[src/rtl/mem_loader.sv]
// mem_loader: framed byte-stream loader that writes little-endian words to memory, then releases cpu_reset
module mem_loader (
    input  logic        clk,
    input  logic        reset,
    input  logic [7:0]  rx_data,
    input  logic        rx_valid,
    output logic        rx_ready,
    output logic        Ext_MemWrite,
    output logic [31:0] Ext_WriteData,
    output logic [31:0] Ext_DataAdr,
    output logic        cpu_reset,
    output logic        done
);
    typedef enum logic [2:0] {ADDR, LEN, DATA, WRITE, DONE} loaderState;
    loaderState state, stateNext;
    logic        armed;
    logic        xfer;
    logic        lastByte;
    logic [1:0]  byteIdx;
    logic [31:0] addr;
    logic [31:0] word;
    logic [15:0] remaining;
    always_comb begin
        stateNext    = state;
        rx_ready     = armed && !reset && (state == ADDR || state == LEN || state == DATA);
        Ext_MemWrite = state == WRITE;
        xfer         = rx_valid && rx_ready;
        lastByte     = byteIdx == ((state == LEN) ? 2'd1 : 2'd3);
        case (state)
            ADDR:    stateNext = (xfer && lastByte) ? LEN : ADDR;
            LEN:     stateNext = (xfer && lastByte) ? (({rx_data, remaining[15:8]} == 16'd0) ? DONE : DATA) : LEN;
            DATA:    stateNext = (xfer && lastByte) ? WRITE : DATA;
            WRITE:   stateNext = (remaining == 16'd1) ? DONE : DATA;
            DONE:    stateNext = DONE;
            default: stateNext = ADDR;
        endcase
    end
    // cpu_reset/done lag entry into DONE by one edge so they are pure registers
    always_ff @(posedge clk) begin
        if (reset) begin
            state         <= ADDR;
            armed         <= 1'b0;
            byteIdx       <= 2'd0;
            addr          <= 32'd0;
            word          <= 32'd0;
            remaining     <= 16'd0;
            Ext_WriteData <= 32'd0;
            Ext_DataAdr   <= 32'd0;
            cpu_reset     <= 1'b1;
            done          <= 1'b0;
        end else begin
            state     <= stateNext;
            armed     <= 1'b1;
            byteIdx   <= (stateNext != state) ? 2'd0 : byteIdx + 2'(xfer);
            cpu_reset <= state != DONE;
            done      <= state == DONE;
            if (xfer && state == ADDR)
                addr <= {rx_data, addr[31:8]};
            if (state == WRITE)
                addr <= addr + 32'd4;
            if (xfer && state == LEN)
                remaining <= {rx_data, remaining[15:8]};
            if (state == WRITE)
                remaining <= remaining - 16'd1;
            if (xfer && state == DATA)
                word <= {rx_data, word[31:8]};
            if (xfer && state == DATA && lastByte) begin
                Ext_WriteData <= {rx_data, word[31:8]};
                Ext_DataAdr   <= {addr[31:2], 2'b00};
            end
        end
    end
endmodule

[config.mk]
export PLATFORM = sky130hd
export DESIGN_NAME = mem_loader
export DESIGN_NICKNAME = d
export VERILOG_FILES = /design/src/rtl/mem_loader.sv
export SDC_FILE = /design/constraint.sdc
export NUM_CORES = 1
export LEC_CHECK = 0
export CORE_UTILIZATION = 45
export CTS_CLUSTER_DIAMETER = 120
export DETAILED_ROUTE_END_ITERATION = 16
export DONT_BUFFER_PORTS = 1
export PLACE_DENSITY = 0.71
export SLEW_MARGIN = 20
export SYNTH_ARGS = -nofsm -noshare
export SYNTH_HDL_FRONTEND = slang
export SYNTH_SLANG_ARGS = --single-unit
[constraint.sdc]
create_clock -name clk -period 2 [get_ports clk]
set_input_delay 0 -clock clk [delete_from_list [all_inputs] [get_ports clk]]
set_output_delay 0 -clock clk [all_outputs]
set_load 0.02 [all_outputs]
==> results.md <==
Finish:
- The number of nets at the end of the flow is 805.
- The final cell count without fillers is 983.
- Fill cells in the final layout number 1267.
- The proportion of layout cells with a drive suffix above 1 is 12.0%.
- For this run, the share of the core covered by cells in the final layout is 54.3%.
- The signed area change from the synthesized netlist to the final layout is 16.6%.
- The repair_antennas step left the layout with diodes totalling 0.

Global route:
- The wire length of the first global-routing pass is 30100 um.
- Global routing finished with a remaining overflow of 0.
- The initial antenna violation count is 0.
- Global routing consumed, over all layers together, 26.0% of the routing resources.
- The via count of the first global-routing pass was 5753.
- Entering global routing, the biggest net connects 137 pins.

Synthesis:
- The share of flip-flops with an asynchronous set or reset is 0%.
- The largest total area in the synthesized netlist belongs to dfxtp_1.
- Yosys attributes the largest share of cell area to dfxtp_1 (43%), a21oi_1 (6.3%), nand3_1 (6.2%).
- After synthesis the netlist holds a flip-flop and latch count of 140.
- Among all flip-flop cells after synthesis, the most frequent one is dfxtp_1.
- For this run, the number of Yosys warnings is 0.
- The cell area after synthesis is 6510 sq um.
- After synthesis, flip-flops and latches occupy 43.1% of the total area.
- The mean instance size in the synthesized netlist is 8.23 sq um.
- The number of unique standard cell types used by synthesis is 59.
- Synthesis produced 791 cells.
- The number of synthesized flops with an enable pin is 0.
- The top cell type's share of synthesized area is 43.1%.

Die:
- Once the floorplan was initialized, standard cells occupied 46.5% of the core.
- The area of the die is 14900 sq um.
- The die is 122 um wide.
- The vertical die dimension is 122 um.
- The total area inside the core boundary comes to 14000 sq um.
- The placement row count is 43.
- During I/O placement, the number of pins put on the boundary was 79.

Worst setup path:
- The data required time at the worst endpoint is 2350 ps.
- The worst setup path is launched from a register.
- The arrival time at the worst endpoint is 2250 ps.
- In this run the worst path has a maximum fanout of 8.
- The largest stage delay on the critical path is 560 ps.
- The worst setup path is captured at a register.
- Measured in cells, the most critical reg-to-reg path has a length of 4.
- The library cell contributing the largest single delay on the critical path is or4_1.
- The worst setup path is of the register to register kind.
- The signal on the critical path passes through nand2_1 > or3_1 > or4_1 > nand3_1.

Clock network:
- The clock slew at the register clock pins of the worst setup and hold paths is 60 ps.
- The maximum root-to-sink buffer count is 2.
- In this run the clock root is driven by a clkbuf_16.
- The clock drives 140 sinks.
- The CTS tree is yes.
- The number of hold buffers added after CTS is 7.
- Buffers inserted during clock tree synthesis total 17.
- For the worst-skew pair, the clock arrives at the later sink with an insertion delay of 420 ps.
- The level count of the clock H-tree is 4.

Min path:
- The path category of the worst min-delay check is input port to register.
- The hold path depth is 1.

STA:
- Setup violations remaining at the end of the flow were counted as 0.
- The smallest clock period supported by the final layout is computed as 1900 ps.
- The worst setup slack after layout is 99.1 ps.
- The final max-slew violation count is 0.
- On the final layout, the worst hold slack is -355 ps.
- The worst clock skew is 8.95 ps.
- The post-route fraction of the period consumed by the critical path is 95.0%.
- At the pin with the least slew margin, the transition time is 515 ps.
- The final-report hold violation count is 127.
- The worst max-slew margin expressed relative to the limit is 65.7%.
- The top achievable clock speed is 526 MHz.

Run status:
- The run finished, with violations left.
- The final reports fail on negative hold slack.

Drt:
- Dividing the detail-routed via count by the number of cells gives 6.34.
- Before antenna repair, the detailed router went through 5 iterations.
- The routed layout has 6236 vias.
- The post-detailed-route DRC marker count is 0.
- The final routed wirelength across all metal layers is 19000 um.
- The first routing iteration left 675 violations.
- The count of antenna-violating nets left after detailed routing is 0.
- In the final routed layout, each cell accounts on average for 19.4 um.

Placed design:
- The count of port buffers added during placement is 0.
- Including well taps, the total number of placed cells is 943.
- The placer's final routability congestion estimate is 0.888.
- The HPWL reported at the end of detailed placement is 12500 um.
- The worst-case setup slack after placement is 62.2 ps.

Power and ir drop:
- Per report_power, the combinational group accounts for 1.8% of the total.
- The worst-case IR drop observed on VDD is 0.695 mV.
- The fraction of power spent switching nets is 21.0%.
- Of the total power, the clock network draws 53.3%.
- Cell internal power was estimated by the tool at 4980 uW.
- The total design power is 6300 uW.
- The total power divided by cell area is 831 nW/um^2.
- Summed over all cells, the static leakage comes to 0.00276 uW.
- In this run the power spent charging and discharging nets is 1320 uW.
- The sequential share of power is 44.9%.

Flow run:
- The tool flagged a number of max-cap violations equal to 0.
[worst paths after layout]
| check | start | end | slack [ps] |
|---|---|---|---|
| worst max register to register | addr[9] | addr[23] | 100 |
| worst min-delay path | reset | Ext_DataAdr[31] | -360 |
| worst min register to register | word[13] | Ext_WriteData[5] | 470 |
| worst max-delay path | addr[9] | addr[23] | 100 |
[timing repair]
action,4_1_cts,5_1_grt
setup endpoints to repair,0,11
setup buffers,0,1
hold endpoints to repair,133,128
resized for setup,0,7
[per-stage QoR]
step / area [sq um] / hold slack [ps] / TNS (ps)
after global routing: 7590 / -372 / -1.31
final: 7590 / -355 / 0
after detailed placement: 6860 / 85.5 / 0
after CTS: 7560 / -357 / 0
after global placement: 6860 / 80.8 / 0
after floorplan: 6510 / 144 / 0
[sequential cells by signal, indices dropped and copies added (netlist names)]
register / flops
addr: 30
word: 24
byteIdx: 2
Ext_WriteData: 32
state: 3
remaining: 16
done: 1
cpu_reset: 1
armed: 1
Ext_DataAdr: 30
[layout make-up]
type                    instances  area, sq um  area share (%)
multi-input cells             561         3360            44.3
inverters                      12         45.0           0.593
repair buffers                 58          515            6.79
clock buffers                  19          443            5.84
clock inverters                13          191            2.52
flip-flops and latches        140         2810            37.0
well taps                     180          225            2.97
[routing by layer]
layer / vias to the layer above / routed length, um / track usage (%)
met2: 237 / 8910 / 40.8
met5: - / 0 / 0
met1: 3017 / 8320 / 34.2
met3: 40 / 1330 / 6.18
li1: 2942 / - / -
met4: 0 / 474 / 10.1
[worst max-delay path, delay by kind of cell, from the launching register on]
family	cells	cell delay, ps
and+or+nand+nor	4	1330
DFF	1	500
[cells by family after synthesis]
kind of cell	after synthesis	share of synthesized area (%)
AO/OA/AOI/OAI	239	22.2
XOR/XNOR	2	0.269
adder cells (fa/ha/maj)	4	0.769
buffers and inverters	91	5.61
flip-flops	140	43.1
multiplexers	26	4.00
other	1	0.0576
AND/OR/NAND/NOR	288	24.0
[Yosys cell counts, types with 4 or more instances]
library cell	number
nand2_1	43
inv_1	12
nand3_1	80
and3_1	12
nor3_1	16
nand2b_1	5
o211ai_1	8
nor4_1	17
o311ai_0	11
a311oi_1	9
ha_1	4
a31oi_1	18
mux2i_1	26
buf_2	9
a211oi_1	14
nand3b_1	4
nor2b_1	5
and4_1	9
nand4_1	11
a21oi_1	82
buf_1	5
or4_1	11
dfxtp_1	140
clkbuf_1	61
o21ai_0	70
nor2_1	47
or3_1	10
[layout by cell type, fill, tap and decap left out, types with 9 or more instances in the layout]
master     netlist  routed
nor3_1          16      16
nand3_1         80      80
buf_4            3      46
inv_1           12      12
o311ai_0        11      10
dfxtp_1        140     138
a31oi_1         18      18
nand4_1         11      11
o21ai_0         70      70
or3_1           10      10
nor4_1          17      16
nor2_1          47      47
and3_1          12      12
mux2i_1         26      26
a311oi_1         9       9
clkbuf_16        0      17
a21oi_1         82      82
nand2_1         43      43
or4_1           11      10
a211oi_1        14      14
[power groups by stage]
stage,clock network (uW),registers [uW],logic (uW)
6_report,3360,2830,113
5_1_grt,3530,2830,122
4_1_cts,3400,2830,112
3_5_place_dp,0,2890,97.6
3_3_place_gp,0,2890,96.3
2_1_floorplan,0,2880,108
(Power assumes the default switching activity.)
